$ cat src/rtl/rps_input_sampler.sv
// Rock-paper-scissors button front end: synchronizes and debounces six raw buttons on
// slow-clock ticks, emits press pulses, and locks one choice per player into a round.
module rps_input_sampler #(
  parameter int unsigned DB_TICKS = 4
) (
  input  logic       clk_i,
  input  logic       reset_n,
  input  logic       slow_clk_i,
  input  logic [5:0] btn_i,
  input  logic       round_ready_i,
  output logic [5:0] btn_level_o,
  output logic [5:0] btn_press_o,
  output logic [1:0] p1_choice_o,
  output logic [1:0] p2_choice_o,
  output logic       round_valid_o
);

  localparam int unsigned CntW = (DB_TICKS > 2) ? $clog2(DB_TICKS) : 1;
  localparam logic [CntW-1:0] CntMax = CntW'(DB_TICKS - 1);

  logic [5:0]           sync1_q, sync2_q;
  logic                 slow_q;
  logic                 tick;
  logic [5:0][CntW-1:0] cnt_q, cnt_d;
  logic [5:0]           level_q, level_d, level_dly_q;
  logic [5:0]           press;
  logic [1:0]           p1_q, p1_d, p2_q, p2_d;
  logic                 valid_q, valid_d;

  // slow_clk_i already lives in the clk_i domain, so only its edge is detected
  assign tick = slow_clk_i & ~slow_q;

  always_ff @(posedge clk_i or negedge reset_n) begin
    if (!reset_n) begin
      sync1_q <= '0;
      sync2_q <= '0;
      slow_q  <= 1'b0;
    end else begin
      sync1_q <= btn_i;
      sync2_q <= sync1_q;
      slow_q  <= slow_clk_i;
    end
  end

  always_comb begin
    cnt_d   = cnt_q;
    level_d = level_q;
    if (tick) begin
      for (int i = 0; i < 6; i++) begin
        if (sync2_q[i] == level_q[i]) begin
          cnt_d[i] = '0;
        end else if (cnt_q[i] == CntMax) begin
          level_d[i] = sync2_q[i];
          cnt_d[i]   = '0;
        end else begin
          cnt_d[i] = cnt_q[i] + CntW'(1);
        end
      end
    end
  end

  always_ff @(posedge clk_i or negedge reset_n) begin
    if (!reset_n) begin
      cnt_q       <= '0;
      level_q     <= '0;
      level_dly_q <= '0;
    end else begin
      cnt_q       <= cnt_d;
      level_q     <= level_d;
      level_dly_q <= level_q;
    end
  end

  assign press = level_q & ~level_dly_q;

  function automatic logic [1:0] encode_choice(input logic [2:0] p);
    if (p[0]) begin
      encode_choice = 2'b01;
    end else if (p[1]) begin
      encode_choice = 2'b10;
    end else if (p[2]) begin
      encode_choice = 2'b11;
    end else begin
      encode_choice = 2'b00;
    end
  endfunction

  // While a round is pending, presses are ignored; acceptance clears everything at once
  always_comb begin
    p1_d    = p1_q;
    p2_d    = p2_q;
    valid_d = valid_q;
    if (valid_q) begin
      if (round_ready_i) begin
        p1_d    = 2'b00;
        p2_d    = 2'b00;
        valid_d = 1'b0;
      end
    end else begin
      if (p1_q == 2'b00) begin
        p1_d = encode_choice(press[2:0]);
      end
      if (p2_q == 2'b00) begin
        p2_d = encode_choice(press[5:3]);
      end
      valid_d = (p1_q != 2'b00) && (p2_q != 2'b00);
    end
  end

  always_ff @(posedge clk_i or negedge reset_n) begin
    if (!reset_n) begin
      p1_q    <= 2'b00;
      p2_q    <= 2'b00;
      valid_q <= 1'b0;
    end else begin
      p1_q    <= p1_d;
      p2_q    <= p2_d;
      valid_q <= valid_d;
    end
  end

  assign btn_level_o   = level_q;
  assign btn_press_o   = press;
  assign p1_choice_o   = p1_q;
  assign p2_choice_o   = p2_q;
  assign round_valid_o = valid_q;

endmodule

$ cat config.mk
export PLATFORM = sky130hd
export DESIGN_NAME = rps_input_sampler
export DESIGN_NICKNAME = d
export VERILOG_FILES = /design/src/rtl/rps_input_sampler.sv
export SDC_FILE = /design/constraint.sdc
export NUM_CORES = 1
export LEC_CHECK = 0
export ABC_AREA = 1
export BUFFER_PORTS_ARGS = -buffer_cell sky130_fd_sc_hd__buf_2
export CAP_MARGIN = 10
export CORE_ASPECT_RATIO = 1.75
export CORE_MARGIN = 4
export CORE_UTILIZATION = 55
export CTS_BUF_LIST = sky130_fd_sc_hd__clkbuf_16
export DETAILED_ROUTE_END_ITERATION = 12
export PLACE_DENSITY = 0.78
export SLEW_MARGIN = 5
export SYNTH_ARGS = -nofsm -noshare
export SYNTH_HDL_FRONTEND = slang
export SYNTH_SLANG_ARGS = --single-unit
$ cat constraint.sdc
create_clock -name clk_i -period 1.1 [get_ports clk_i]
set_input_delay 0.165 -clock clk_i [delete_from_list [all_inputs] [get_ports clk_i]]
set_output_delay 0.165 -clock clk_i [all_outputs]
set_load 0.02 [all_outputs]
==> flow_summary.yaml, run 1 <==
sta:
  drv_slew: 0
  hold_violations: 0
  fmax_ghz: 0.8957
  timing.final.crit_share: 1.015
  max_slew_margin: 0.7997
  layout_setup_ws_ps: -16.44
  rsz0062_at_grt: "yes"
  finalCriticalPeriod_ps: 1116
  setup_violations: 6
  fin_worst_skew_ps: 5.679
  setup-tns-final_ps: -47.14
  worst_slew_pin_slew_ps: 298.2
pwr:
  power_leakage_nw: 1.319
  p_per_area_nw_per_um2: 2814
  power_w: 0.006648
  ir_drop_uv: 1797
place:
  place.detailed.hpwl_um: 2013
  gp_congestion: 0.7339
  dpl_cell_area_sq_um: 1914
  port_buffers: 26
final_layout:
  area_growth_pct: 37.61
  drive_gt1_frac: 0.2787
  nNetsFinal: 259
  n_antenna_cell: 0
  multi_input_area_sq_um: 574.3
  fill_cells: 188
  finalInstanceArea_sq_um: 2362
  fin_util: 0.7980
  ff_latch_area_sq_um: 1054
routing:
  routedWlPerCell_um: 10.89
  viasPerCell: 4.773
  dr.pass1.iters: 4
  drc: 0
  ant_nets: 0
  initialDrtViolationCount: 40
  num_vias: 1365
  wl_um: 3114
synth:
  synth-seq-cells: 42
  ys_warn_count: 0
  netlist_top_cells_area: "dfrtp_1 (61%), nand2_1 (16%), nand3_1 (5.5%)"
  synth_ff_type: "dfrtp_1"
  syn-cell-area_sq_um: 1717
  synth_cells: 189
  synth_cell_types: 12
  syn_avg_cell_area_sq_um: 9.083
  synth_common_cells: "nand2_1 (74), dfrtp_1 (42), inv_1 (21)"
  synth_fp_nets: 205
  yosys.area.top_type: "dfrtp_1"
  synth_top_cell_area_share: 0.6122
  synth_edf_count: 0
  ys_seq_area_frac: 0.6122
  async_flop_share: 1.000
  yosysMostFrequentCell: "nand2_1"
floorplan:
  core_sq_um: 2960
  die_y_um: 81.91
  fp-row-count: 26
  io-pin-count: 27
  die_area_sq_um: 4114
  die_w_um: 50.23
  start_util: 0.5799
global_route:
  grt_pass1_vias: 1314
  overflow: 0
  antenna_found_initial: 0
  grt_pass1_wl_um: 5444
  grt_max_degree: 34
  grtUsageTotal: 0.1765
outcome:
  status: "complete, but fails checks"
  violations: "setup timing"
worst_setup_path:
  startpoint: "btn_level_o[5]"
  r2r_end: "cnt_q[2]"
  crit_type: "flip-flop to output pin"
  rrSetupSlack_ps: 80
  arrival_ps: 950
  timing.rr.start: "cnt_q[2]"
  endpoint_kind: "output pin"
  rr_worst_depth: 4
  crit_fanout: 3
  crit_required_ps: 940
  crit_path_end: "btn_level_o[5]"
  critPathLaunchType: "flip-flop"
clock_network:
  htree_levels: 2
  root_buffer: "clkbuf_16"
  cts.sinks: 42
  cts_inserted_buffers: 5
  cts_tree: "yes"
  insertion_delay_ps: 280
  cts.clk_slew.worst_paths_ps: 50
  clockBufferDepth: 2
hold_path:
  min-delay-path-class: "input port to flip-flop"
  min_from: "slow_clk_i"
run:
  maxCapViolCount: 0
[layout by cell type (no fill, tap or decap)]
cell type and n:
nand2_1 70, dfrtp_1 40, nand3_1 19, buf_2 18
nor2_1 16, inv_1 15, buf_4 13, buf_6 10
inv_2 7, dlygate4sd3_1 7, ha_1 6, clkbuf_16 5
nand2_2 4, nor2_4 3, nor2_2 2, dfrtp_2 2
bufinv_16 2, buf_12 2, nor3_1 1, o21ai_0 1
clkinv_1 1
[layout make-up]
type,instances,share of cell area
Clock buffer,5,0.05297
Sequential cell,42,0.4460
Multi-Input combinational cell,122,0.2431
Timing Repair Buffer,50,0.1737
Clock inverter,3,0.02701
Inverter,22,0.03496
Tap cell,42,0.02225
[repair_timing]
item                                    4_1_cts  5_1_grt
setup buffers                                12        2
pin swaps                                     4        1
endpoints found under the setup margin        7        9
hold buffers                                  7        0
gates resized for setup                      30        3
endpoints found under the hold margin        15        0
[logic make-up (layout without fill, tap and decap cells)]
kind of cell    Yosys count  in the layout  synth area share
simple gates            115            115            0.2733
buf+inv                  25             80           0.06778
compound gates            1              1          0.002913
fa+ha+maj                 6              6           0.04373
flops                    42             42            0.6122
[metal layers]
layer	up-vias	global-route usage	share of wire
met5	-	0	0
met4	0	0.08587	0.027
met3	8	0.04900	0.049
met2	28	0.3312	0.55
met1	645	0.1735	0.38
li1	684	-	-
[registers in the layout, summed over array words and instances (netlist names)]
signal	cells
p1_choice_o	2
level_dly_q	6
cnt_q	12
slow_q	1
round_valid_o	1
p2_choice_o	2
sync1_q	6
btn_level_o	6
sync2_q	6
[power by group]
part	switching [W]	total [W]	internal, W
sequential	0.000351	0.00239	0.00204
clock	0.000540	0.00183	0.00129
combinational	0.00132	0.00243	0.00111
[worst max-delay path, cell delays in order (launching register included)]
cell,delay (ps)
dfrtp_2,420
buf_6,130
buf_6,120
[through the flow]
step | worst slack, ps | instances | hold slack (ps)
floorplan | 12.41 | 189 | -130.6
global placement | 142.5 | 257 | 42.30
detailed placement | 105.9 | 257 | 43.05
CTS | -15.53 | 284 | 20.04
global route | -59.62 | 286 | 23.17
finish | -16.44 | 286 | 21.74
[how the worst min path moves through the flow]
stage          slack [ps]  depth (start not counted)              to
3_5_place_dp           40                          1  level_dly_q[5]
3_3_place_gp           40                          1  level_dly_q[5]
6_report               20                          1          slow_q
4_1_cts                20                          1          slow_q
5_1_grt                20                          1          slow_q
2_1_floorplan        -130                          0  btn_level_o[0]
(Power assumes the default switching activity.)
==> run 2, diff against run 1 <==
Settings changed: REMOVE_ABC_BUFFERS from default to 1.
==> run 2 against run 1 <==
The run still ends with setup timing left. Combinational power hardly changed. Non-clock buffer count is 1 higher. Worst setup slack better by 8.3 ps. Critical path type unchanged. Highest routed layer unchanged.
==> flow_summary.yaml, run 2 (synthesis gave the netlist of run 1 again) <==
pwr:
  p_int_w: 0.004174
  power_w: 0.006358
  p_sw_w: 0.002184
  power_leakage_nw: 1.314
  clkPwrFrac: 0.248
  power_frac_seq: 0.375
  ir_drop_uv: 2393
  p_per_area_nw_per_um2: 2727
  comb_power_share: 0.377
  power_switching_share: 0.3435
final_layout:
  drive_gt1_frac: 0.2857
  area_growth_pct: 35.79
  largest_register: "cnt_q"
  fin_util: 0.7874
  layout_common_cells: "nand2_1 (70), dfrtp_1 (40), nand3_1 (19), buf_2 (19), nor2_1 (17)"
  final_cells: 287
  n_antenna_cell: 0
  final_common_cell: "nand2_1"
  largest_reg_flops: 12
  nNetsFinal: 260
worst_setup_path:
  crit_type: "flip-flop to output pin"
  arrival_ps: 940
  cp_slowest_cell: "dfrtp_2"
  crit_buf_inv: 2
  crit_path_cell_trace: "nand2_2, inv_2, buf_6"
  endpoint_kind: "output pin"
  crit_required_ps: 940
  max_stage_delay_ps: 420
  crit_fanout: 3
  critPathLaunchType: "flip-flop"
  crit_family: "flip-flops"
place:
  place.detailed.hpwl_um: 1948
  place_ws_ps: 95.59
  port_buffers: 26
  placedCellCount: 258
  gp_congestion: 0.7302
routing:
  initialDrtViolationCount: 19
  dr.pass1.iters: 4
  drc: 0
  ant_nets: 0
  wl_um: 3014
  num_vias: 1343
  viasPerCell: 4.679
  routedWlPerCell_um: 10.50
sta:
  hold_violations: 0
  fmax_ghz: 0.9024
  worst_slew_pin_slew_ps: 370.7
  max_slew_margin: 0.7529
  fin_worst_skew_ps: 6.723
  timing.final.crit_share: 1.007
  layout_setup_ws_ps: -8.168
  setup-tns-final_ps: -15.59
  rsz0062_at_grt: "yes"
  setup_violations: 3
  drv_slew: 0
  finalCriticalPeriod_ps: 1108
floorplan:
  start_util: 0.5799
  io-pin-count: 27
  core_sq_um: 2960
  fp-row-count: 26
  die_w_um: 50.23
  die_area_sq_um: 4114
  die_y_um: 81.91
clock_network:
  cts.clk_slew.worst_paths_ps: 60
  clockBufferDepth: 2
  cts.sinks: 42
  root_buffer: "clkbuf_16"
  cts_tree: "yes"
  htree_levels: 2
  cts_inserted_buffers: 5
  insertion_delay_ps: 280
global_route:
  grt_max_degree: 21
  antenna_found_initial: 0
  grt_pass1_vias: 1274
  overflow: 0
  grt_pass1_wl_um: 5209
  grtUsageTotal: 0.1707
outcome:
  status: "complete, but fails checks"
  violations: "setup timing"
run:
  maxCapViolCount: 0
hold_path:
  min-delay-path-class: "input port to flip-flop"
run 2: changes by cell type in the layout (fill, tap and decap cells not counted), sizes merged:
cell,before,now
buf,43,44
bufinv,2,1
inv,22,24
clkinv,1,0
run 2: layout make-up:
class	count	area, sq um
Clock buffer	5	125.1
Inverter	22	82.58
Clock inverter	3	37.54
Tap cell	42	52.55
Sequential cell	42	1054
Fill cell	200	629.4
Timing Repair Buffer	51	402.9
Multi-Input combinational cell	122	576.8
run 2: worst reg2reg max path, cell delays in order, from the launching register on:
cell and delay, ps:
dfrtp_1 380, inv_2 60, nand2_2 50, buf_4 130, buf_4 120, buf_4 120, nand3_1 80, nand2_1 50
run 2: per-stage QoR:
stage / instance area (sq um) / hold slack [ps]
global placement: 1908 / 100.2
CTS: 2281 / 5.161
floorplan: 1683 / -130.6
global route: 2331 / 13.47
detailed placement: 1908 / 101.1
finish: 2331 / 9.125
run 2: repair_timing:
action | in CTS | in global routing
setup buffers | 11 | 3
pin swaps | 5 | 4
hold endpoints to repair | 20 | 0
gates resized for setup | 23 | 12
hold buffers | 7 | 0
setup endpoints to repair | 6 | 10
run 2: final timing paths:
path	from	endpoint	slack, ps	cells past startpoint
hold reg to reg	sync1_q[1]	sync2_q[1]	350	0
setup reg to reg	level_dly_q[0]	p1_choice_o[1]	10	7
setup / recovery	btn_level_o[0]	btn_press_o[0]	-8	3
hold / removal	slow_clk_i	slow_q	9	1
max in group asynchronous	reset_n	btn_level_o[0]	300	3
min in group asynchronous	reset_n	round_valid_o	350	2
run 2: layer usage:
metal	vias to the layer above	wire length, um	global-route usage
li1	690	-	-
met1	612	1162	0.1785
met2	31	1613	0.3037
met3	10	149	0.05263
met4	0	89	0.08587
met5	-	0	0
run 2: power groups by stage:
stage / clock network, W / logic (W) / registers, W
3_3_place_gp: 0 / 0.00169 / 0.00242
2_1_floorplan: 0 / 0.00102 / 0.00258
4_1_cts: 0.00160 / 0.00226 / 0.00236
5_1_grt: 0.00169 / 0.00269 / 0.00246
3_5_place_dp: 0 / 0.00174 / 0.00244
6_report: 0.00158 / 0.00240 / 0.00239
==> run 3, diff against run 2 <==
Settings changed: CELL_PAD_IN_SITES_DETAIL_PLACEMENT from default to 1, CELL_PAD_IN_SITES_GLOBAL_PLACEMENT from default to 1, CORE_UTILIZATION 55 to 41, PLACE_DENSITY 0.78 to default, PLACE_DENSITY_LB_ADDON from default to 0.1.
==> run 3 against run 2 <==
The flow still finishes with violations (setup timing). Wire length increased by 33%. First-iteration DRC count down 37%. Register-to-register slack improved by 20 ps. Sequential cell count unchanged. Worst setup slack got worse by 8.1 ps. Critical path depth is the same. Power grew 2.0%. Sequential power hardly changed. Non-clock buffer count grew 1. Combinational power rose by 13%. Global-route usage shrank 0.44 points.
==> flow_summary.yaml, run 3 (synthesis gave the netlist of run 1 again) <==
worst_setup_path:
  arrival_ps: 950
  timing.rr.start: "btn_level_o[5]"
  critPathLaunchType: "flip-flop"
  endpoint_kind: "output pin"
  crit_required_ps: 940
  crit_fanout: 2
  startpoint: "btn_level_o[5]"
  crit_type: "flip-flop to output pin"
final_layout:
  final_common_cell: "nand2_1"
  n_antenna_cell: 0
  largest_register: "cnt_q"
  area_growth_pct: 39.07
  nNetsFinal: 261
  final_cells: 294
  layout_common_cells: "nand2_1 (68), dfrtp_1 (40), nand3_1 (19)"
  largest_reg_flops: 12
  drive_gt1_frac: 0.2927
  fin_util: 0.6000
routing:
  ant_nets: 0
  wl_um: 3996
  drc: 0
  viasPerCell: 4.803
  num_vias: 1412
  dr.pass1.iters: 4
  initialDrtViolationCount: 12
  routedWlPerCell_um: 13.59
sta:
  fin_worst_skew_ps: 2.208
  drv_slew: 0
  fmax_ghz: 0.8959
  rsz0062_at_grt: "yes"
  max_slew_margin: 0.8014
  timing.final.crit_share: 1.015
  finalCriticalPeriod_ps: 1116
  setup_violations: 7
  hold_violations: 0
  layout_setup_ws_ps: -16.24
  hold_ws_ps: 279.2
  worst_slew_pin_slew_ps: 296.3
  setup-tns-final_ps: -45.29
floorplan:
  die_area_sq_um: 5327
  die_w_um: 56.92
  core_sq_um: 3979
  fp-row-count: 30
  die_y_um: 93.60
  start_util: 0.4314
  io-pin-count: 27
pwr:
  power_frac_seq: 0.372
  p_sw_w: 0.002377
  power_leakage_nw: 1.315
  power_switching_share: 0.3666
  comb_power_share: 0.417
  p_int_w: 0.004106
  p_per_area_nw_per_um2: 2716
  ir_drop_uv: 1522
  clkPwrFrac: 0.210
  power_w: 0.006483
clock_network:
  htree_levels: 2
  cts_tree: "yes"
  cts.clk_slew.worst_paths_ps: 60
  cts_inserted_buffers: 5
  clockBufferDepth: 2
  root_buffer: "clkbuf_16"
  cts.sinks: 42
  insertion_delay_ps: 280
place:
  port_buffers: 26
  gp_congestion: 0.7877
  place.detailed.hpwl_um: 2576
  placedCellCount: 263
global_route:
  grtUsageTotal: 0.1664
  antenna_found_initial: 0
  grt_pass1_vias: 1513
  overflow: 0
  grt_pass1_wl_um: 6872
  grt_max_degree: 43
outcome:
  violations: "setup timing"
  status: "complete, but fails checks"
run:
  maxCapViolCount: 0
hold_path:
  min-delay-path-class: "input port to flip-flop"
  min_from: "round_ready_i"
run 3: cell types whose count changed in the layout (fill, tap and decap cells not counted), sizes merged:
cell,change
clkinv,+3
inv,-2
bufinv,-1
dlygate4sd3,+1
run 3: repair_timing:
| item | in CTS | in global routing |
|---|---|---|
| pin swaps | 4 | 6 |
| endpoints found under the setup margin | 7 | 16 |
| gates resized for setup | 36 | 15 |
| hold buffers | 8 | 0 |
| buffers inserted | 13 | 2 |
| hold endpoints to repair | 49 | 0 |
run 3: through the flow:
| step | setup WS (ps) | area [sq um] |
|---|---|---|
| floorplan | -3.909 | 1683 |
| finish | -16.24 | 2387 |
| CTS | -29.12 | 2328 |
| global route | -69.38 | 2387 |
| global placement | 84.49 | 1921 |
| detailed placement | 25.30 | 1921 |
run 3: area by class of cell:
type	instances	area, sq um
Fill cell	466	1592
Sequential cell	42	1054
Multi-Input combinational cell	122	589.3
Timing Repair Buffer	52	465.4
Clock buffer	5	125.1
Inverter	22	82.58
Tap cell	48	60.06
Clock inverter	3	11.26
run 3: path summary, 6_finish.rpt:
| path | endpoint | depth (start not counted) | slack (ps) |
|---|---|---|---|
| hold / removal | p2_choice_o[0] | 4 | 280 |
| hold reg to reg | sync2_q[3] | 0 | 350 |
| setup reg to reg | cnt_q[11] | 6 | 30 |
| max in group asynchronous | btn_level_o[1] | 3 | 500 |
| min in group asynchronous | sync1_q[4] | 3 | 390 |
| setup / recovery | btn_press_o[5] | 3 | -20 |
run 3: routing by layer:
layer	vias to the layer above	wire length [um]	part of all wire	GRT usage
li1	690	-	-	-
met4	0	121	0.030	0.08317
met1	686	1564	0.39	0.1904
met2	27	2180	0.55	0.2872
met5	-	0	0	0
met3	9	130	0.033	0.03453
run 3: power groups by stage:
stage	sequential, W	clock (W)	combinational [W]
final	0.00241	0.00136	0.00271
after global routing	0.00249	0.00145	0.00304
after CTS	0.00238	0.00139	0.00257
after detailed placement	0.00245	0	0.00183
after global placement	0.00241	0	0.00174
after floorplan	0.00258	0	0.00102
run 3: critical path: stages, from the launching register on:
cell and delay [ps]:
dfrtp_1 380, inv_2 60, nor2_4 110, buf_6 120
